### src/rtl/uart_tx_pkg.sv
// Shared types and parity encoding for the UART transmitter.
// Parity encoding matches the receiver so the two agree on the line format.
package uart_tx_pkg;

   typedef enum logic [2:0] {
      IDLE,
      START,
      DATA,
      PARITY,
      STOP1,
      STOP2
   } uart_tx_state_e;

   localparam logic PARITY_EVEN = 1'b0;
   localparam logic PARITY_ODD  = 1'b1;

   function automatic logic parity_bit(input logic [7:0] data, input logic parity_type);
      return (parity_type == PARITY_ODD) ? ~^data : ^data;
   endfunction

endpackage

### src/rtl/uart_tx_fsm.sv
// Frame sequencer: walks START, 8 DATA bits, optional PARITY and 1-2 STOP bits,
// advancing one state per bit_done pulse.
module uart_tx_fsm
   import uart_tx_pkg::*;
(
   input  logic           clk_i,
   input  logic           srst_i,
   input  logic           start_i,
   input  logic           bit_done_i,
   input  logic           parity_en_i,
   input  logic           stop2_i,
   output uart_tx_state_e state_o,
   output logic           bit_last_o
);

   uart_tx_state_e state_q, state_d;
   logic [2:0]     idx_q, idx_d;
   logic           last_q, last_d;

   always_ff @(posedge clk_i) begin
      if (srst_i) begin
         state_q <= IDLE;
         idx_q   <= 3'd0;
         last_q  <= 1'b0;
      end else begin
         state_q <= state_d;
         idx_q   <= idx_d;
         last_q  <= last_d;
      end
   end

   always_comb begin
      state_d = state_q;
      idx_d   = idx_q;
      unique case (state_q)
         IDLE:   if (start_i) state_d = START;
         START:  if (bit_done_i) state_d = DATA;
         DATA: begin
            if (bit_done_i) begin
               if (last_q) begin
                  state_d = parity_en_i ? PARITY : STOP1;
                  idx_d   = 3'd0;
               end else begin
                  idx_d = idx_q + 3'd1;
               end
            end
         end
         PARITY: if (bit_done_i) state_d = STOP1;
         STOP1:  if (bit_done_i) state_d = stop2_i ? STOP2 : IDLE;
         STOP2:  if (bit_done_i) state_d = IDLE;
         default: state_d = IDLE;
      endcase
      // Registered so the DATA exit decision does not depend on the index adder.
      last_d = (idx_d == 3'd7);
   end

   always_comb begin
      state_o    = state_q;
      bit_last_o = last_q;
   end

endmodule

### src/rtl/uart_tx.sv
// UART transmitter: accepts a byte over valid/ready and serialises it LSB first
// with optional parity and one or two stop bits; tx_o and busy_o are registered.
module uart_tx
   import uart_tx_pkg::*;
#(
   parameter int unsigned BitTicks = 16
) (
   input  logic       clk_i,
   input  logic       srst_i,
   input  logic [7:0] data_i,
   input  logic       data_valid_i,
   output logic       data_ready_o,
   input  logic       parity_en_i,
   input  logic       parity_type_i,
   input  logic       stop2_i,
   output logic       tx_o,
   output logic       busy_o
);

   localparam int unsigned   CntW   = (BitTicks > 1) ? $clog2(BitTicks) : 1;
   localparam logic [CntW-1:0] CntMax = CntW'(BitTicks - 1);

   uart_tx_state_e  state;
   logic            bit_last;
   logic            start;
   logic            bit_done;
   logic [CntW-1:0] cnt_q, cnt_d;
   logic [7:0]      shift_q;
   logic            par_q;
   logic            pe_q;
   logic            s2_q;
   logic            tx_q, tx_d;
   logic            busy_q;

   always_comb begin
      data_ready_o = (state == IDLE) && !srst_i;
      start        = data_valid_i && data_ready_o;
      bit_done     = (state != IDLE) && (cnt_q == CntMax);
   end

   uart_tx_fsm u_fsm (
      .clk_i       (clk_i),
      .srst_i      (srst_i),
      .start_i     (start),
      .bit_done_i  (bit_done),
      .parity_en_i (pe_q),
      .stop2_i     (s2_q),
      .state_o     (state),
      .bit_last_o  (bit_last)
   );

   always_comb begin
      cnt_d = cnt_q;
      if (state == IDLE || bit_done) begin
         cnt_d = '0;
      end else begin
         cnt_d = cnt_q + CntW'(1);
      end
   end

   always_ff @(posedge clk_i) begin
      if (srst_i) begin
         cnt_q <= '0;
      end else begin
         cnt_q <= cnt_d;
      end
   end

   // Parity is taken from the whole byte at hand-off, before shifting starts.
   always_ff @(posedge clk_i) begin
      if (srst_i) begin
         shift_q <= 8'h00;
         par_q   <= 1'b0;
         pe_q    <= 1'b0;
         s2_q    <= 1'b0;
      end else if (start) begin
         shift_q <= data_i;
         par_q   <= parity_bit(data_i, parity_type_i);
         pe_q    <= parity_en_i;
         s2_q    <= stop2_i;
      end else if (state == DATA && bit_done && !bit_last) begin
         shift_q <= {1'b0, shift_q[7:1]};
      end
   end

   always_comb begin
      tx_d = 1'b1;
      unique case (state)
         IDLE:    tx_d = 1'b1;
         START:   tx_d = 1'b0;
         DATA:    tx_d = shift_q[0];
         PARITY:  tx_d = par_q;
         STOP1:   tx_d = 1'b1;
         STOP2:   tx_d = 1'b1;
         default: tx_d = 1'b1;
      endcase
   end

   always_ff @(posedge clk_i) begin
      if (srst_i) begin
         tx_q   <= 1'b1;
         busy_q <= 1'b0;
      end else begin
         tx_q   <= tx_d;
         busy_q <= (state != IDLE);
      end
   end

   always_comb begin
      tx_o   = tx_q;
      busy_o = busy_q;
   end

endmodule

### config.mk
export PLATFORM = sky130hd
export DESIGN_NAME = uart_tx
export DESIGN_NICKNAME = d
export VERILOG_FILES = /design/src/rtl/uart_tx_pkg.sv /design/src/rtl/uart_tx_fsm.sv /design/src/rtl/uart_tx.sv
export SDC_FILE = /design/constraint.sdc
export NUM_CORES = 1
export LEC_CHECK = 0
export ABC_AREA = 1
export CELL_PAD_IN_SITES_DETAIL_PLACEMENT = 0
export CELL_PAD_IN_SITES_GLOBAL_PLACEMENT = 1
export CORE_MARGIN = 8
export CORE_UTILIZATION = 41
export CTS_CLUSTER_DIAMETER = 50
export DETAILED_ROUTE_END_ITERATION = 6
export GPL_TIMING_DRIVEN = 1
export PLACE_DENSITY_LB_ADDON = 0.12
export SLEW_MARGIN = 20
export SYNTH_ARGS = -nofsm -noshare
export SYNTH_HDL_FRONTEND = slang
export SYNTH_SLANG_ARGS = --single-unit
### constraint.sdc
create_clock -name clk_i -period 2.6 [get_ports clk_i]
set_input_delay 0.39 -clock clk_i [delete_from_list [all_inputs] [get_ports clk_i]]
set_output_delay 0.39 -clock clk_i [all_outputs]
set_load 0.01 [all_outputs]
==> run_results.csv <==
group,metric,value,unit
worst_hold_path,hold_path.class,"reg -> reg",
routing,vias,1115,
routing,drt_iter0_drc,33,
timing,post-route-min-period,2.01,ns
layout,fillers,300,
global_route,grt_pass1_vias,1113,
worst_setup_path,crit_path_end_kind,"output port",
layout,nNetsFinal,218,
power_and_ir_drop,power.density,741,nW/µm²
die,fp-row-count,20,
routing,met3WireLength,92,µm
die,dieArea,5060,µm²
global_route,grt_pass1_wl,4680,µm
clock_tree,cts_setup_buffers,0,
global_route,antenna_found_initial,0,
synth,ys_warn_count,0,
layout,final_area,1480,µm²
clock_tree,htree_num_levels,1,
timing,clock_skew,0.0120,ns
synth,synthFlopType,"dfxtp_1",
routing,vias_per_cell,4.76,
worst_setup_path,start_kind,"flip-flop",
global_route,grt-ovfl-total,0,
placed_design,dp.final_hpwl,2000,µm
clock_tree,max-clock-path-buffers,2,
power_and_ir_drop,finalPower,1.09,mW
synth,netlist_instances,182,
global_route,track_usage,0.112,
clock_tree,clk_pin_slew,0.13,ns
worst_setup_path,criticalPathCategory,"reg -> out",
routing,drc,0,
clock_tree,cts_resized,0,
timing,setup_viol,0,
global_route,grt_max_degree,15,
synth,netlist_area,1240,µm²
synth,synth_nets,198,
clock_tree,cts.sinks,24,
synth,avgSynthCellArea,6.84,µm²
placed_design,dp_cells,230,
die,die_h,71.1,µm
clock_tree,cts_root_buf,"clkbuf_4",
flow_run,cap_violations,0,
die,die_w,71.1,µm
power_and_ir_drop,power.leakage,0.665,nW
clock_tree,clock_latency,0.31,ns
clock_tree,cts_made_buffers,3,
synth,synth_cell_types,23,
timing,slew_headroom,0.813,
placed_design,port_buffers,16,
layout,antennaDiodeCount,0,
timing,fin_crit_sh,0.773,
timing,rsz0062_at_grt,"false",
routing,highest_layer,"met4",
layout,area_delta_synth_final,18.5,%
timing,drv_slew,0,
placed_design,gp_congestion,0.784,
timing,whs,0.457,ns
routing,ant_nets,0,
clock_tree,cts_tree,"built",
routing,wl_met1,1260,µm
layout,layoutNonFillerInstCount,234,
synth,async_reset_ff_frac,0,
routing,dr_wl_met2,1130,µm
timing,hold_viol,0,
run_status,status,"completed",
power_and_ir_drop,vdd_ir_drop_max,0.000343,V
placed_design,place_area,1440,µm²
synth,synth-seq-cells,24,
worst_setup_path,path_max_fanout,6,
worst_setup_path,crit_required,2.21,ns
routing,finalWirelength,2510,µm
die,core-area,2980,µm²
layout,drive_gt1_frac,0.0846,
timing,fmax,0.497,GHz
routing,dr.pass1.iters,4,
worst_setup_path,arrival,1.62,ns
timing,worst_slew_pin_slew,0.277,ns
die,io_pins,17,
timing,tns,0,ns
die,start_util,0.418,
synth,synth_edf_count,0,
clock_tree,hold_buffers,0,
synth,seq_area_frac_synth,0.386,
routing,wire_per_inst,10.7,µm
[placed cells by master (no fill, tap or decap), types with 2 or more instances in the layout]
| cell | count |
|---|---|
| nand3_1 | 10 |
| nand2_4 | 2 |
| nor2_1 | 15 |
| xor2_1 | 3 |
| o21ai_0 | 18 |
| nand4_1 | 2 |
| a21oi_1 | 10 |
| nand3_2 | 2 |
| inv_1 | 24 |
| dfxtp_1 | 24 |
| nand2_1 | 56 |
| ha_1 | 2 |
| clkdlybuf4s50_1 | 16 |
| clkbuf_4 | 3 |
| nor2_4 | 3 |
| o21ai_2 | 2 |
[critical path, stage by stage (launching register included)]
cell and delay [ns]:
dfxtp_1 0.41, nor2_4 0.17, nand2_4 0.08, nor2_4 0.10
clkdlybuf4s50_1 0.55
[registers in the layout (all words and copies together), names as in the netlist, 3 cells and up]
signal,cells
u_fsm.state_o,3
u_fsm.idx_q,3
cnt_q,4
shift_q,8
[path summary, 6_finish.rpt]
path	start	end	slack [ns]	cells past startpoint
setup / recovery	u_fsm.state_o[1]	data_ready_o	0.59	4
hold / removal	cnt_q[0]	cnt_q[0]	0.46	1
setup reg to reg	cnt_q[0]	u_fsm.bit_last_o	1.06	7
hold reg to reg	cnt_q[0]	cnt_q[0]	0.46	1
[cell usage after synthesis, drive strengths merged, types with 2 or more instances]
library cell | count | share of area
nand3 | 12 | 0.056
ha | 2 | 0.020
dfxtp | 24 | 0.39
nand4 | 2 | 0.010
inv | 25 | 0.075
xor2 | 3 | 0.021
nor2 | 18 | 0.072
nor3 | 2 | 0.012
o21ai | 20 | 0.086
nand2 | 59 | 0.19
a21oi | 10 | 0.040
[layout make-up]
cell class | instances | area [µm²] | share of cell area
clock buffer | 4 | 36.3 | 0.0246
inverter | 26 | 97.6 | 0.0662
multi-input combinational | 130 | 652 | 0.442
sequential | 24 | 480 | 0.326
tap | 33 | 41.3 | 0.0280
timing repair buffer | 17 | 168 | 0.114
[kinds of logic (layout without fill, tap and decap cells)]
group | after synthesis | count (layout) | share of synthesized area
AOI/OAI and AO/OA | 31 | 31 | 0.133
xor gates and xnor gates | 4 | 4 | 0.0281
adders and majority gates | 2 | 2 | 0.0201
buffers and inverters | 28 | 47 | 0.0904
DFF | 24 | 24 | 0.386
and+or+nand+nor | 93 | 93 | 0.343
[where the power goes]
part           internal (mW)  switching, mW
registers              0.431         0.0415
logic                  0.164          0.264
clock network         0.0855          0.107
total                  0.681          0.413
[routing by layer]
layer	global-route usage	vias to the layer above
met5	0	-
met2	0.181	13
met1	0.139	487
li1	-	611
met4	0.0277	0
met3	0.0353	4
[through the flow]
stage / utilization / worst slack [ns]
CTS: 0.495 / 0.572
global route: 0.495 / 0.495
global placement: 0.483 / 0.688
floorplan: - / 1.27
finish: 0.495 / 0.589
detailed placement: 0.483 / 0.672
Power figures use the tool's default switching activity.
